## src/rtl/uart_pkg.sv

```systemverilog
// Shared types, parity modes and timing helpers for the UART transmit path.
package uart_pkg;

  typedef enum logic [2:0] {
    IDLE  = 3'd0,
    START = 3'd1,
    DATA  = 3'd2,
    PAR   = 3'd3,
    STOP  = 3'd4
  } uart_tx_state_t;

  localparam int unsigned PAR_NONE = 32'd0;
  localparam int unsigned PAR_ODD  = 32'd1;
  localparam int unsigned PAR_EVEN = 32'd2;

  // Clocks per bit, rounded to nearest.
  function automatic int unsigned clks_per_bit(input int unsigned clk_hz,
                                               input int unsigned baud);
    return (clk_hz + baud / 32'd2) / baud;
  endfunction

  // Parity bit for a byte under the selected mode (odd for anything not even).
  function automatic logic par_bit(input logic [7:0] d, input int unsigned mode);
    logic p;
    if (mode == PAR_EVEN) begin
      p = ^d;
    end else begin
      p = ~^d;
    end
    return p;
  endfunction

endpackage

```

## src/rtl/uart_baud_cnt.sv

```systemverilog
// Clear/enable bit-period counter; bit_end_o marks the clock at the terminal count.
module uart_baud_cnt #(
  parameter int unsigned CW = 32'd4
) (
  input  logic          clk,
  input  logic          rst_n,
  input  logic          clr_i,
  input  logic          en_i,
  input  logic [CW-1:0] term_i,
  output logic [CW-1:0] cnt_o,
  output logic          bit_end_o
);

  logic [CW-1:0] cnt_q;
  logic [CW-1:0] cnt_d;

  assign bit_end_o = en_i && (cnt_q == term_i);
  assign cnt_o     = cnt_q;

  // Next count: restart on clear or terminal count, otherwise advance while enabled.
  always_comb begin
    cnt_d = cnt_q;
    if (clr_i || bit_end_o) begin
      cnt_d = {CW{1'b0}};
    end else if (en_i) begin
      cnt_d = cnt_q + CW'(1);
    end else begin
      cnt_d = cnt_q;
    end
  end

  // Count register.
  always_ff @(posedge clk) begin
    if (!rst_n) begin
      cnt_q <= {CW{1'b0}};
    end else begin
      cnt_q <= cnt_d;
    end
  end

endmodule

```

## src/rtl/uart_tx_byte.sv

```systemverilog
// Byte-wide UART transmitter: LSB first, optional parity, one or two stop bits,
// with a send/busy handshake toward the upstream serializer.
module uart_tx_byte
  import uart_pkg::*;
#(
  parameter int unsigned CLK_HZ       = 32'd100_000_000,
  parameter int unsigned BAUD         = 32'd115_200,
  parameter int unsigned CLKS_PER_BIT = clks_per_bit(CLK_HZ, BAUD),
  parameter int unsigned PARITY       = PAR_NONE,
  parameter int unsigned STOP_BITS    = 32'd1
) (
  input  logic       clk,
  input  logic       rst_n,
  input  logic [7:0] data_in,
  input  logic       send,
  output logic       busy,
  output logic       tx,
  output logic       tx_done
);

  localparam int unsigned CW = $clog2(CLKS_PER_BIT * STOP_BITS);
  localparam logic [CW-1:0] TERM_BIT  = CW'(CLKS_PER_BIT - 32'd1);
  localparam logic [CW-1:0] TERM_STOP = CW'(CLKS_PER_BIT * STOP_BITS - 32'd1);
  localparam logic [CW-1:0] DONE_AT   = CW'(CLKS_PER_BIT * STOP_BITS - 32'd2);

  generate
    if (CLKS_PER_BIT < 32'd4) begin : g_bad_cpb
      $error("uart_tx_byte: CLKS_PER_BIT must be at least 4");
    end
    if ((STOP_BITS != 32'd1) && (STOP_BITS != 32'd2)) begin : g_bad_stop
      $error("uart_tx_byte: STOP_BITS must be 1 or 2");
    end
  endgenerate

  uart_tx_state_t state_q;
  logic [7:0]     shreg_q;
  logic [2:0]     bit_cnt_q;
  logic           par_q;
  logic           tx_q;
  logic           tx_done_q;

  logic [CW-1:0]  term_s;
  logic [CW-1:0]  cnt_s;
  logic           bit_end_s;
  logic           clr_s;
  logic           en_s;

  // The stop phase is timed as one long period so both stop bits share one count.
  always_comb begin
    term_s = TERM_BIT;
    if (state_q == STOP) begin
      term_s = TERM_STOP;
    end else begin
      term_s = TERM_BIT;
    end
  end

  assign clr_s = (state_q == IDLE);
  assign en_s  = (state_q != IDLE);

  uart_baud_cnt #(
    .CW (CW)
  ) u_baud_cnt (
    .clk       (clk),
    .rst_n     (rst_n),
    .clr_i     (clr_s),
    .en_i      (en_s),
    .term_i    (term_s),
    .cnt_o     (cnt_s),
    .bit_end_o (bit_end_s)
  );

  // Frame sequencer; tx is loaded with the next bit value on each state change.
  always_ff @(posedge clk) begin
    if (!rst_n) begin
      state_q   <= IDLE;
      shreg_q   <= 8'h00;
      bit_cnt_q <= 3'd0;
      par_q     <= 1'b0;
      tx_q      <= 1'b1;
      tx_done_q <= 1'b0;
    end else begin
      tx_done_q <= 1'b0;
      case (state_q)
        IDLE: begin
          if (send) begin
            shreg_q <= data_in;
            par_q   <= par_bit(data_in, PARITY);
            tx_q    <= 1'b0;
            state_q <= START;
          end
        end
        START: begin
          if (bit_end_s) begin
            bit_cnt_q <= 3'd0;
            tx_q      <= shreg_q[0];
            state_q   <= DATA;
          end
        end
        DATA: begin
          if (bit_end_s) begin
            shreg_q <= {1'b0, shreg_q[7:1]};
            if (bit_cnt_q == 3'd7) begin
              bit_cnt_q <= 3'd0;
              if (PARITY != PAR_NONE) begin
                tx_q    <= par_q;
                state_q <= PAR;
              end else begin
                tx_q    <= 1'b1;
                state_q <= STOP;
              end
            end else begin
              bit_cnt_q <= bit_cnt_q + 3'd1;
              tx_q      <= shreg_q[1];
            end
          end
        end
        PAR: begin
          if (bit_end_s) begin
            tx_q    <= 1'b1;
            state_q <= STOP;
          end
        end
        STOP: begin
          // Registered, so raise it one clock early to land on the final stop clock.
          if (cnt_s == DONE_AT) begin
            tx_done_q <= 1'b1;
          end
          if (bit_end_s) begin
            tx_q    <= 1'b1;
            state_q <= IDLE;
          end
        end
        default: begin
          tx_q    <= 1'b1;
          state_q <= IDLE;
        end
      endcase
    end
  end

  assign busy    = (state_q != IDLE) | (send & (state_q == IDLE));
  assign tx      = tx_q;
  assign tx_done = tx_done_q;

endmodule
```

## config.mk

```make
export PLATFORM = sky130hd
export DESIGN_NAME = uart_tx_byte
export DESIGN_NICKNAME = d
export VERILOG_FILES = /design/src/rtl/uart_pkg.sv /design/src/rtl/uart_baud_cnt.sv /design/src/rtl/uart_tx_byte.sv
export SDC_FILE = /design/constraint.sdc
export NUM_CORES = 1
export LEC_CHECK = 0
export ABC_AREA = 1
export CAP_MARGIN = 15
export CORE_ASPECT_RATIO = 0.9
export CORE_MARGIN = 2
export CORE_UTILIZATION = 50
export DETAILED_ROUTE_END_ITERATION = 8
export GPL_ROUTABILITY_DRIVEN = 1
export PLACE_DENSITY_LB_ADDON = 0.12
export SLEW_MARGIN = 20
export SYNTH_ARGS = -nofsm -noshare
export SYNTH_HDL_FRONTEND = slang
export SYNTH_SLANG_ARGS = --single-unit
export TNS_END_PERCENT = 100
```

## constraint.sdc

```tcl
create_clock -name clk -period 1.32 [get_ports clk]
set_input_delay 0.264 -clock clk [delete_from_list [all_inputs] [get_ports clk]]
set_output_delay 0.264 -clock clk [all_outputs]
set_load 0.005 [all_outputs]
```

Yosys cells after proc, flatten, opt, wreduce, memory -nomap -nowiden
Cells that the tools add are included.
{"block": "op_classes", "n_addsub": 2, "n_eq_ne": 14, "n_mux": 20, "n_bitwise": 3, "n_reduce_logical": 13}
{"operator": "$mux W3", "count": 8}
{"operator": "$eq A10 B10 Y1 const B", "count": 2}
{"operator": "$mux W8", "count": 2}
{"operator": "$pmux W8 S2", "count": 1}
{"operator": "$pmux W3 S5", "count": 1}
{"operator": "$add A10 B1 Y10 const B", "count": 1}
{"operator": "$ne A2 B1 Y1 const B", "count": 5}
{"operator": "$eq A3 B2 Y1 const B", "count": 2}
{"operator": "$eq A3 B3 Y1 const B", "count": 2}
{"operator": "$mux W1", "count": 6}
{"operator": "$pmux W3 S2", "count": 1}
{"operator": "$reduce_and A3 Y1", "count": 2}
{"operator": "$reduce_and A6 Y1", "count": 1}
{"operator": "$ne A2 B2 Y1 const B", "count": 2}
{"operator": "$pmux W1 S4", "count": 1}
{"operator": "$reduce_and A4 Y1", "count": 1}
{"operator": "$reduce_bool A2 Y1", "count": 2}
{"operator": "$reduce_or A2 Y1", "count": 2}
{"operator": "$add A3 B1 Y3 const B", "count": 1}
{"operator": "$eq A3 B1 Y1 const B", "count": 1}
{"operator": "$logic_not A3 Y1", "count": 1}
{"operator": "$reduce_bool A3 Y1", "count": 1}
{"operator": "$reduce_and A2 Y1", "count": 1}
{"operator": "$and A1 B1 Y1", "count": 1}
{"operator": "4 further kinds", "count": 4}
{"block": "totals", "reg_bits": 26}

Longest topological paths before layout
Gate-level depths: netlist (run 1).
{"block": "depth", "word_depth": 4, "ltp_mapped": 9, "ltp_nobuf": 9}

Hierarchy
Synthesis (run 1) repeated with hierarchy kept, for this count alone.
{"block": "hier_totals", "hier_cells": 241, "hier_area_um2": 1564.0}
{"module": "uart_tx_byte", "n_inst": 1, "cells_per_inst": 133, "area_per_inst_um2": 879.6, "seq_area_each_um2": 320.3}
{"module": "uart_baud_cnt", "n_inst": 1, "cells_per_inst": 108, "area_per_inst_um2": 684.4, "seq_area_each_um2": 200.2}

Worst setup path after synthesis (run 1)
Ideal clock, no wire load.
{"block": "synth_timing", "kind": "flip-flop to flip-flop", "startpoint": "reg u_baud_cnt.cnt_q[0] (netlist: u_baud_cnt.cnt_o[0])", "endpoint": "reg shreg_q[3]", "t_arrival_ns": 1.275, "path_slack_ns": -0.070, "path_stages_with_launch": 10, "path_cell_list": "dfxtp_1 -> ha_1 -> nand3_1 -> nor2_1 -> nand3_1 -> nand2_2 -> buf_4 -> nand3b_1 -> nand2_1 -> nor2_1"}
{"block": "synth_between", "elab_chain_cells": 4}
{"element": "start, declared", "line_no": "uart_baud_cnt.sv:14", "source": "logic [CW-1:0] cnt_q;"}
{"element": "start signal, assigned", "line_no": "uart_baud_cnt.sv:35", "source": "cnt_q <= {CW{1'b0}};"}
{"element": "start signal, assigned", "line_no": "uart_baud_cnt.sv:37", "source": "cnt_q <= cnt_d;"}
{"element": "$eq A10 B10 Y1", "line_no": "uart_baud_cnt.sv:17", "source": "assign bit_end_o = en_i && (cnt_q == term_i);"}
{"element": "$logic_and A1 B1 Y1", "line_no": "uart_baud_cnt.sv:17"}
{"element": "$ne A2 B1 Y1 (no line)"}
{"element": "$reduce_and A3 Y1 (no line)"}
{"element": "end signal, assigned", "line_no": "uart_tx_byte.sv:87", "source": "shreg_q <= data_in;"}
{"element": "end signal, assigned", "line_no": "uart_tx_byte.sv:102", "source": "shreg_q <= {1'b0, shreg_q[7:1]};"}
{"element": "end, declared", "line_no": "uart_tx_byte.sv:36", "source": "logic [7:0] shreg_q;"}
No other way between the ends.
A chain may end at the register's enable or synchronous reset.

Worst setup path after layout (run 1)
{"block": "layout_timing", "startpoint": "reg state_q[1]", "endpoint": "out busy"}
{"block": "layout_between", "elab_chain_cells": 3, "elab_cells_between_ends": 4, "cone_classes": "bitwise (2); reduce/logical (2)"}
{"element": "start, declared", "line_no": "uart_tx_byte.sv:35", "source": "uart_tx_state_t state_q;"}
{"element": "start signal, assigned", "line_no": "uart_tx_byte.sv:76", "source": "state_q <= IDLE;"}
{"element": "start signal, assigned", "line_no": "uart_tx_byte.sv:90", "source": "state_q <= START;"}
{"element": "start signal, assigned", "line_no": "uart_tx_byte.sv:97", "source": "state_q <= DATA;"}
{"element": "$logic_not A3 Y1", "line_no": "uart_tx_byte.sv:142", "source": "assign busy = (state_q != IDLE) | (send & (state_q == IDLE));"}
{"element": "$and A1 B1 Y1", "line_no": "uart_tx_byte.sv:142"}
{"element": "$or A1 B1 Y1 *", "line_no": "uart_tx_byte.sv:142"}
{"element": "end, declared", "line_no": "uart_tx_byte.sv:16", "source": "output logic busy,"}
Every way passes the cells marked *; elsewhere a longest branch is shown, timed or not.

==> key figures, run 1 <==
Die
  – Die area: 3383 sq um
  – # IOs: 14
  – Starting Density: 52.94%
  – Row count: 18
  – CORE AREA: 2770 sq um
  – DIE HEIGHT: 55.38 um
  – Chip width: 61.09 um

Setup path
  – CP Cell Sequence: nor2_4, nand2_4, or2_4, buf_6
  – Family with the most delay on the worst path: simple AND/OR/NAND/NOR gates
  – Critical path's largest stage delay: 0.39 ns
  – CP endpoint kind: output pin
  – Crit path launch type: flop
  – Worst EP required: 1.06 ns
  – Slowest-stage cell, CP: dfxtp_4
  – Data arrival, critical path: 1.24 ns
  – R2R Setup Slk: -0.16 ns
  – Critical path class: reg2out
  – Worst Path Buf+Inv: 1
  – CP max FO: 2

Place
  – RD Place Congestion: 0.9450
  – Setup WS pre-CTS: -0.3468 ns
  – Hpwl dp: 2.315 mm
  – Dpl cell area: 1747 sq um
  – I/O Buffers: 13

Finish
  – Antenna cells: 0
  – Final Util: 78.73%
  – Area grow syn2layout: 48.72%
  – Most frequent cells in the layout: nand2_1 (49), nor2_1 (25), buf_4 (25)
  – Share of post-route cells with drive strength above 1: 39.39%
  – Post-layout nets: 280
  – Fillers: 195
  – Commonest non-fill, non-tap cell in the layout: nand2_1
  – Post-route cell area: 2181 sq um

Synthesis
  – Compound-gate portion of the synthesized area: 7.082%
  – Synthesis-stage register bit count: 26
  – Post-Syn Nets: 232
  – Largest cells by area after synthesis: dfxtp_1 (35%), nand2_1 (17%), nor2_1 (8.2%)
  – Sequential area share after synthesis: 35.49%
  – Most area-hungry cell type in the Yosys netlist: dfxtp_1
  – Post-synthesis cell type count: 27
  – Mux share of post-synthesis cell area: 0%
  – Yosys top cell area share: 35.49%
  – Yosys warning count: 0
  – Cell Area, Synth: 1466 sq um
  – XOR/XNOR Fraction of Synth Area: 1.195%
  – Adder-cell area share of the yosys netlist: 3.413%
  – Synth Area per Inst: 6.758 sq um
  – Largest family of logic cells by synthesized area: simple AND/OR/NAND/NOR gates
  – Post-synthesis cell count: 217
  – Simple-Gate Fraction of Synth Area: 43.00%

Power and ir drop
  – Maximum vdd ir drop: 1.279 mV
  – PD cells: 2224 nW/um^2
  – Leak: 0.9637 nW

CTS
  – CTS tree: done
  – CTS Hold Bufs: 0
  – Clock transition at path regs: 0.15 ns
  – Max Buffers Root-to-Sink: 2
  – Clock Latency Late Sink: 0.33 ns
  – CTS H-tree lvls: 1
  – Clk root buf: clkbuf_4
  – TritonCTS buffer count: 3
  – Sink Count: 26

GRT
  – Initial antenna violation count: 0
  – Global route total overflow: 0
  – Gr usage total: 21.37%
  – First-pass GRT wire length: 5.651 mm
  – Pin count of the biggest net entering global routing: 20
  – Vias in the first global route: 1257

Status
  – Failing checks: negative setup slack
  – Run status: finished with violations

STA
  – Fmax: 664.1 MHz
  – Pins Over Slew Limit: 0
  – Fin crit period: 1.506 ns
  – Final setup viols: 17
  – Worst-margin pin slew: 0.2440 ns
  – Period utilization: 114.1%
  – RSZ-0062 raised after global routing: yes
  – Final Hold Viols: 0
  – Worst Skew: 0.009369 ns
  – Setup ws final: -0.1858 ns
  – Slew HR: 83.74%

Routing
  – WL per Instance: 14.93 um
  – Vias: 1638
  – DRT Wirelength: 4.540 mm
  – Residual DRC: 0
  – Vias per cell: 5.388
  – Pre-antenna DRT Iters: 4
  – Initial drt markers: 117
  – Post-DRT Antenna Nets: 0

Flow run
  – Maxcap violations: 0

Hold path
  – HP Class: reg2reg
[Yosys cell counts]
cell type,instances
buf_2,2
buf_6,3
nor2_2,2
nor2_4,1
inv_1,20
buf_4,1
a21oi_2,1
nand2_4,2
or2_4,1
nand3_2,2
inv_2,1
clkbuf_8,1
nor2_1,32
nand2_1,65
a21oi_1,13
xnor2_1,1
nand2_2,4
xor2_1,1
o21ai_0,5
ha_1,4
nand3_1,11
nand4_1,6
nor3_1,3
nand3b_1,7
o21ai_1,1
or2_2,1
dfxtp_1,26
[final timing paths]
| path | from | end | cells after the start |
|---|---|---|---|
| max | state_q[1] | busy | 4 |
| min reg2reg | bit_cnt_q[2] | bit_cnt_q[2] | 2 |
| max reg2reg | state_q[2] | u_baud_cnt.cnt_o[7] | 9 |
| min | bit_cnt_q[2] | bit_cnt_q[2] | 2 |
[sequential cells by signal, summed over array words and instances (netlist names)]
| name | count |
|---|---|
| tx_done | 1 |
| state_q | 3 |
| bit_cnt_q | 3 |
| tx | 1 |
| shreg_q | 8 |
| u_baud_cnt.cnt_o | 10 |
[per-layer routing]
layer / share of wire, % / up-vias / track usage [%]
met3: 6.6 / 8 / 4.215
met4: 1.3 / 0 / 3.106
li1: - / 784 / -
met5: 0 / - / 0
met1: 43 / 778 / 32.55
met2: 49 / 68 / 31.61
[where the power goes]
group | total (mW) | leakage [nW] | switching [mW] | internal (mW)
combinational | 3.27 | 0.726 | 1.84 | 1.42
sequential | 1.17 | 0.217 | 0.150 | 1.02
clock | 0.418 | 0.0210 | 0.249 | 0.169
total | 4.85 | 0.964 | 2.24 | 2.61
[tightest hold or removal path, stage by stage, from the launching register on]
cell and delay (ns):
dfxtp_1 0.35, nand2_1 0.07, a21oi_1 0.05
[metrics by stage]
step	cells	power, mW	hold slack [ns]	setup TNS (ns)
2_1_floorplan	217	2.721	0.4376	0
3_3_place_gp	283	3.113	0.4537	-2.219
3_5_place_dp	283	3.194	0.4725	-2.578
4_1_cts	291	3.882	0.4918	-0.2526
5_1_grt	304	5.078	0.5104	-1.953
6_report	304	4.850	0.4955	-0.8469
[layout make-up]
type / count / area (sq um) / share of cell area [%]
Multi-Input combinational cell: 165 / 1036 / 47.50
Tap cell: 40 / 50.05 / 2.295
Inverter: 21 / 81.33 / 3.729
Clock buffer: 4 / 36.28 / 1.664
Sequential cell: 26 / 535.5 / 24.56
Timing Repair Buffer: 48 / 441.7 / 20.25
[logic make-up (layout without fill, tap and decap cells)]
logic type / count (synthesis) / after routing
compound gates: 20 / 20
xor+xnor: 2 / 2
fa+ha+maj: 4 / 4
buf+inv: 28 / 73
flops: 26 / 26
simple gates: 137 / 139
[repair_timing]
action                                  4_1_cts  5_1_grt
gates cloned                                  2        1
resized for setup                            27       61
pin swaps                                     2       24
setup buffers                                 2       13
endpoints found under the setup margin       21       22
Note: power is estimated with default switching activity, not from simulation.
==> run 2: changes to the inputs <==
Settings changed: CORE_MARGIN 2 to unset.
==> run 2 against run 1 <==
The flow still finishes with violations (negative setup slack). Sequential power about the same. Global-route usage increased by 2.8 points. Register-to-register slack improved by 0.09 ns. Die area decreased by 6.8%. Via count decreased by 6.8%. Critical path depth unchanged. Clock skew decreased by 0.00061 ns. Clock power decreased by 17%. Utilization decreased by 4.7 points. Final area decreased by 6.0%. Critical path type unchanged. Critical endpoint unchanged. Highest routed layer unchanged.
==> key figures, run 2 (synthesized netlist as in run 1, its figures left out) <==
Status
  – Run status: finished with violations (unchanged)
  – Failing checks: negative setup slack (unchanged)

Finish
  – Commonest non-fill, non-tap cell in the layout: nand2_1 (unchanged)
  – Share of post-route cells with drive strength above 1: 34.90% (was 39.39%)
  – Fillers: 216 (was 195)
  – Antenna cells: 0 (unchanged)
  – Area grow syn2layout: 39.85% (was 48.72%)
  – Most frequent cells in the layout: nand2_1 (53), nor2_1 (25), buf_4 (25) (was nand2_1 (49), nor2_1 (25), buf_4 (25))
  – Largest register FFs: 10 (unchanged)
  – Post-layout nets: 272 (was 280)
  – Post-route cell area: 2051 sq um (was 2181 sq um)
  – Number of cells in the finished layout apart from fillers: 295 (was 304)

GRT
  – Global route total overflow: 0 (unchanged)
  – Initial antenna violation count: 0 (unchanged)
  – Vias in the first global route: 1254 (was 1257)
  – Pin count of the biggest net entering global routing: 20 (unchanged)
  – Gr usage total: 24.15% (was 21.37%)
  – First-pass GRT wire length: 5.616 mm (was 5.651 mm)

Routing
  – Initial drt markers: 75 (was 117)
  – Metal2 WL: 2.015 mm (was 2.238 mm)
  – Top Metal Used: met4 (unchanged)
  – WL per Instance: 13.82 um (was 14.93 um)
  – DRT Wirelength: 4.076 mm (was 4.540 mm)
  – Residual DRC: 0 (unchanged)
  – Post-DRT Antenna Nets: 0 (unchanged)
  – Vias per cell: 5.176 (was 5.388)
  – Pre-antenna DRT Iters: 4 (unchanged)
  – Vias: 1527 (was 1638)
  – Met3 wire length: 213 um (was 301 um)
  – Met1 Routed Length: 1.779 mm (was 1.940 mm)

Power and ir drop
  – Logic gate share of total power: 65.0% (was 67.4%)
  – P_int: 2.236 mW (was 2.609 mW)
  – Net Sw Frac: 47.96% (was 46.21%)
  – PD cells: 2096 nW/um^2 (was 2224 nW/um^2)
  – Register share of total power: 26.9% (was 24.0%)
  – Maximum vdd ir drop: 1.136 mV (was 1.279 mV)
  – Clk pwr share: 8.1% (was 8.6%)
  – NetSw: 2.061 mW (was 2.241 mW)
  – Leak: 0.9052 nW (was 0.9637 nW)

Die
  – Chip width: 59.09 um (was 61.09 um)
  – # IOs: 14 (unchanged)
  – Row count: 18 (unchanged)
  – CORE AREA: 2770 sq um (unchanged)
  – DIE HEIGHT: 53.38 um (was 55.38 um)
  – Die area: 3154 sq um (was 3383 sq um)
  – Starting Density: 52.94% (unchanged)

Place
  – Dpl cell area: 1769 sq um (was 1747 sq um)
  – Setup WS pre-CTS: -0.3480 ns (was -0.3468 ns)
  – Hpwl dp: 2.313 mm (was 2.315 mm)
  – I/O Buffers: 13 (unchanged)
  – Placed Instances: 286 (was 283)
  – RD Place Congestion: 0.8889 (was 0.9450)

STA
  – Period utilization: 114.3% (was 114.1%)
  – Fin crit period: 1.509 ns (was 1.506 ns)
  – RSZ-0062 raised after global routing: yes (unchanged)
  – Worst-margin pin slew: 0.2616 ns (was 0.2440 ns)
  – Worst Skew: 0.008758 ns (was 0.009369 ns)
  – Final setup TNS: -0.6939 ns (was -0.8469 ns)
  – Final setup viols: 18 (was 17)
  – Pins Over Slew Limit: 0 (unchanged)
  – Slew HR: 82.56% (was 83.74%)
  – Min Hold Slack: 0.4978 ns (was 0.4955 ns)
  – Setup ws final: -0.1889 ns (was -0.1858 ns)
  – Final Hold Viols: 0 (unchanged)
  – Fmax: 662.7 MHz (was 664.1 MHz)

CTS
  – CTS H-tree lvls: 1 (unchanged)
  – CTS Hold Bufs: 0 (unchanged)
  – TritonCTS buffer count: 3 (unchanged)
  – Clock transition at path regs: 0.14 ns (was 0.15 ns)
  – Clk root buf: clkbuf_4 (unchanged)
  – Clock Latency Late Sink: 0.33 ns (about the same)
  – Max Buffers Root-to-Sink: 2 (unchanged)
  – Sink Count: 26 (unchanged)
  – CTS tree: done (unchanged)

Setup path
  – Data arrival, critical path: 1.24 ns (about the same)
  – Slowest-stage cell, CP: dfxtp_4 (unchanged)
  – Family with the most delay on the worst path: simple AND/OR/NAND/NOR gates (unchanged)
  – Worst Path Buf+Inv: 1 (unchanged)
  – Critical path's largest stage delay: 0.39 ns (about the same)
  – CP Cell Sequence: nor2_4, nand2_4, or2_4, buf_6 (unchanged)
  – CP max FO: 2 (unchanged)
  – Worst EP required: 1.06 ns (about the same)
  – Crit path launch type: flop (unchanged)
  – CP endpoint kind: output pin (unchanged)
  – Critical path class: reg2out (unchanged)

Hold path
  – HP Class: reg2reg (unchanged)

Flow run
  – Maxcap violations: 0 (unchanged)
-- run 2: cell count changes in the layout (fill, tap and decap cells not counted), sizes merged --
cell | previous run | this run
nand2 | 73 | 72
clkbuf | 4 | 3
buf | 36 | 29
-- run 2: final timing paths --
check             slack (ns)             endpoint    startpoint  cells after the start
setup / recovery       -0.19                 busy    state_q[1]                      4
hold / removal          0.50         bit_cnt_q[2]  bit_cnt_q[2]                      2
setup reg to reg       -0.07  u_baud_cnt.cnt_o[3]    state_q[2]                      6
hold reg to reg         0.50         bit_cnt_q[2]  bit_cnt_q[2]                      2
-- run 2: cell type report --
class | count | area [sq um] | area share, %
flip-flops and latches | 26 | 535.5 | 26.11
repair buffers | 41 | 350.3 | 17.08
clock buffers | 3 | 22.52 | 1.098
multi-input cells | 164 | 1013 | 49.42
well taps | 40 | 50.05 | 2.441
inverters | 21 | 78.83 | 3.844
-- run 2: power by group through the flow --
stage	Clock (mW)	Combinational [mW]	Sequential [mW]
after global routing	0.398	3.05	1.17
after CTS	0.364	2.32	1.14
final	0.349	2.79	1.15
after detailed placement	0	2.06	1.15
after global placement	0	1.99	1.14
after floorplan	0	1.58	1.14
-- run 2: stage by stage --
stage	utilization, %	total power [mW]
2_1_floorplan	-	2.721
3_3_place_gp	63.87	3.131
3_5_place_dp	63.87	3.209
4_1_cts	67.43	3.823
5_1_grt	74.03	4.621
6_report	74.03	4.298
-- run 2: per-layer routing --
metal,track usage (%),vias to the layer above
li1,-,768
met1,34.76,710
met2,36.17,41
met3,5.623,8
met4,5.159,0
met5,0,-
-- run 2: worst register-to-register path, delay by kind of cell (launching register included) --
kind / cells / cell delay, ns
and+or+nand+nor: 3 / 0.60
DFF: 1 / 0.37
buffers and inverters: 2 / 0.26
AOI/OAI and AO/OA: 1 / 0.11
-- run 2: what timing repair did --
| action | in CTS | in global routing |
|---|---|---|
| gates resized for setup | 25 | 46 |
| cloned | 2 | 0 |
| pin swaps | 3 | 17 |
| setup endpoints to repair | 21 | 23 |
| buffers inserted | 2 | 2 |
==> run 3: changes to the inputs <==
Settings changed: SKIP_LAST_GASP set to 1.
==> run 3 against run 2 <==
The run still ends with negative setup slack left. Sequential cell count unchanged. Global-route usage unchanged. Clock power about the same. Register-to-register slack about the same. Critical path depth unchanged. Maximum frequency decreased by 0.15%. Clock skew decreased by 0.00087 ns. Non-clock buffer count unchanged. Total power increased by 0.17%.
==> key figures, run 3 (synthesized netlist as in run 1, its figures left out) <==
GRT
  – Vias in the first global route: 1254 (unchanged)
  – First-pass GRT wire length: 5.616 mm (unchanged)
  – Pin count of the biggest net entering global routing: 20 (unchanged)
  – Global route total overflow: 0 (unchanged)
  – Gr usage total: 24.15% (unchanged)
  – Initial antenna violation count: 0 (unchanged)

Setup path
  – Critical path class: reg2out (unchanged)
  – Critical path's largest stage delay: 0.39 ns (about the same)
  – R2R Setup Slk: -0.08 ns (was -0.07 ns)
  – Data arrival, critical path: 1.25 ns (was 1.24 ns)
  – Family with the most delay on the worst path: simple AND/OR/NAND/NOR gates (unchanged)
  – CP Cell Sequence: nor2_4, nand2_4, or2_4, buf_6 (unchanged)
  – CP Depth: 4 (unchanged)
  – Slowest-stage cell, CP: dfxtp_4 (unchanged)
  – Worst Path Buf+Inv: 1 (unchanged)
  – CP endpoint kind: output pin (unchanged)
  – CP max FO: 2 (unchanged)
  – R2R depth: 9 (was 6)
  – Worst EP required: 1.06 ns (about the same)
  – Crit path launch type: flop (unchanged)

Routing
  – Residual DRC: 0 (unchanged)
  – Pre-antenna DRT Iters: 4 (unchanged)
  – Vias per cell: 5.193 (was 5.176)
  – Post-DRT Antenna Nets: 0 (unchanged)
  – DRT Wirelength: 4.063 mm (was 4.076 mm)
  – WL per Instance: 13.77 um (was 13.82 um)
  – Initial drt markers: 77 (was 75)
  – Vias: 1532 (was 1527)

Finish
  – Antenna cells: 0 (unchanged)
  – Share of post-route cells with drive strength above 1: 34.51% (was 34.90%)
  – Final Util: 73.67% (was 74.03%)
  – Area grow syn2layout: 39.16% (was 39.85%)
  – Largest register FFs: 10 (unchanged)
  – Commonest non-fill, non-tap cell in the layout: nand2_1 (unchanged)
  – Post-layout nets: 272 (unchanged)
  – Most frequent cells in the layout: nand2_1 (54), nor2_1 (25), buf_4 (25) (was nand2_1 (53), nor2_1 (25), buf_4 (25))

Status
  – Run status: finished with violations (unchanged)
  – Failing checks: negative setup slack (unchanged)

Die
  – # IOs: 14 (unchanged)
  – DIE HEIGHT: 53.38 um (unchanged)
  – CORE AREA: 2770 sq um (unchanged)
  – Die area: 3154 sq um (unchanged)
  – Chip width: 59.09 um (unchanged)
  – Row count: 18 (unchanged)
  – Starting Density: 52.94% (unchanged)

CTS
  – Max Buffers Root-to-Sink: 2 (unchanged)
  – Clk root buf: clkbuf_4 (unchanged)
  – CTS Hold Bufs: 0 (unchanged)
  – CTS H-tree lvls: 1 (unchanged)
  – Clock transition at path regs: 0.14 ns (about the same)
  – CTS tree: done (unchanged)
  – TritonCTS buffer count: 3 (unchanged)
  – Sink Count: 26 (unchanged)
  – Clock Latency Late Sink: 0.33 ns (about the same)

STA
  – Worst-margin pin slew: 0.2612 ns (was 0.2616 ns)
  – Slew HR: 82.58% (was 82.56%)
  – Min Hold Slack: 0.5005 ns (was 0.4978 ns)
  – Fmax: 661.7 MHz (was 662.7 MHz)
  – Fin crit period: 1.511 ns (was 1.509 ns)
  – RSZ-0062 raised after global routing: yes (unchanged)
  – Worst Skew: 0.007892 ns (was 0.008758 ns)
  – Final Hold Viols: 0 (unchanged)
  – Period utilization: 114.5% (was 114.3%)
  – Pins Over Slew Limit: 0 (unchanged)
  – Final setup viols: 18 (unchanged)
  – Setup ws final: -0.1912 ns (was -0.1889 ns)

Place
  – Hpwl dp: 2.313 mm (unchanged)
  – I/O Buffers: 13 (unchanged)
  – RD Place Congestion: 0.8889 (unchanged)

Flow run
  – Maxcap violations: 0 (unchanged)

Power and ir drop
  – Power consumption: 4.305 mW (was 4.298 mW)
  – Maximum vdd ir drop: 1.142 mV (was 1.136 mV)
  – Leak: 0.9051 nW (was 0.9052 nW)
  – PD cells: 2109 nW/um^2 (was 2096 nW/um^2)

Hold path
  – Hold path depth: 2 (unchanged)
  – HP Class: reg2reg (unchanged)
[run 3: layer usage]
metal | up-vias | GRT usage, % | part of all wire [%]
li1 | 769 | - | -
met1 | 702 | 34.76 | 43
met2 | 49 | 36.17 | 48
met3 | 12 | 5.623 | 6.0
met4 | 0 | 5.159 | 2.8
met5 | - | 0 | 0
[run 3: area by class of cell]
class	count	area [sq um]
clock buffers	3	22.52
fillers	217	729.5
inverters	21	78.83
multi-input cells	164	1003
flip-flops and latches	26	535.5
well taps	40	50.05
repair buffers	41	350.3
[run 3: power by group]
part	total (mW)	internal (mW)	switching, mW
Clock	0.350	0.107	0.243
Sequential	1.15	1.01	0.140
Combinational	2.80	1.11	1.69
Total	4.30	2.23	2.07
[run 3: final timing paths]
path,start,to
setup / recovery,state_q[1],busy
hold / removal,bit_cnt_q[2],bit_cnt_q[2]
hold reg to reg,bit_cnt_q[2],bit_cnt_q[2]
setup reg to reg,u_baud_cnt.cnt_o[1],state_q[2]
[run 3: stage by stage]
stage,cell area [sq um],TNS (ns),worst slack (ns),instances
2_1_floorplan,1485,0,0.01994,217
3_3_place_gp,1769,-2.208,-0.3389,286
3_5_place_dp,1769,-2.666,-0.3480,286
4_1_cts,1868,-0.2448,-0.1911,293
5_1_grt,2041,-2.277,-0.2431,295
6_report,2041,-0.7408,-0.1912,295
[run 3: what timing repair did]
action | CTS | global route
pin swaps | 3 | 17
gates resized for setup | 25 | 44
setup buffers | 2 | 2
setup endpoints to repair | 21 | 23
cloned | 2 | 0
[run 3: worst min-delay path: stages, from the launching register on]
cell     delay (ns)
dfxtp_1        0.35
nand2_2        0.07
a21oi_2        0.05
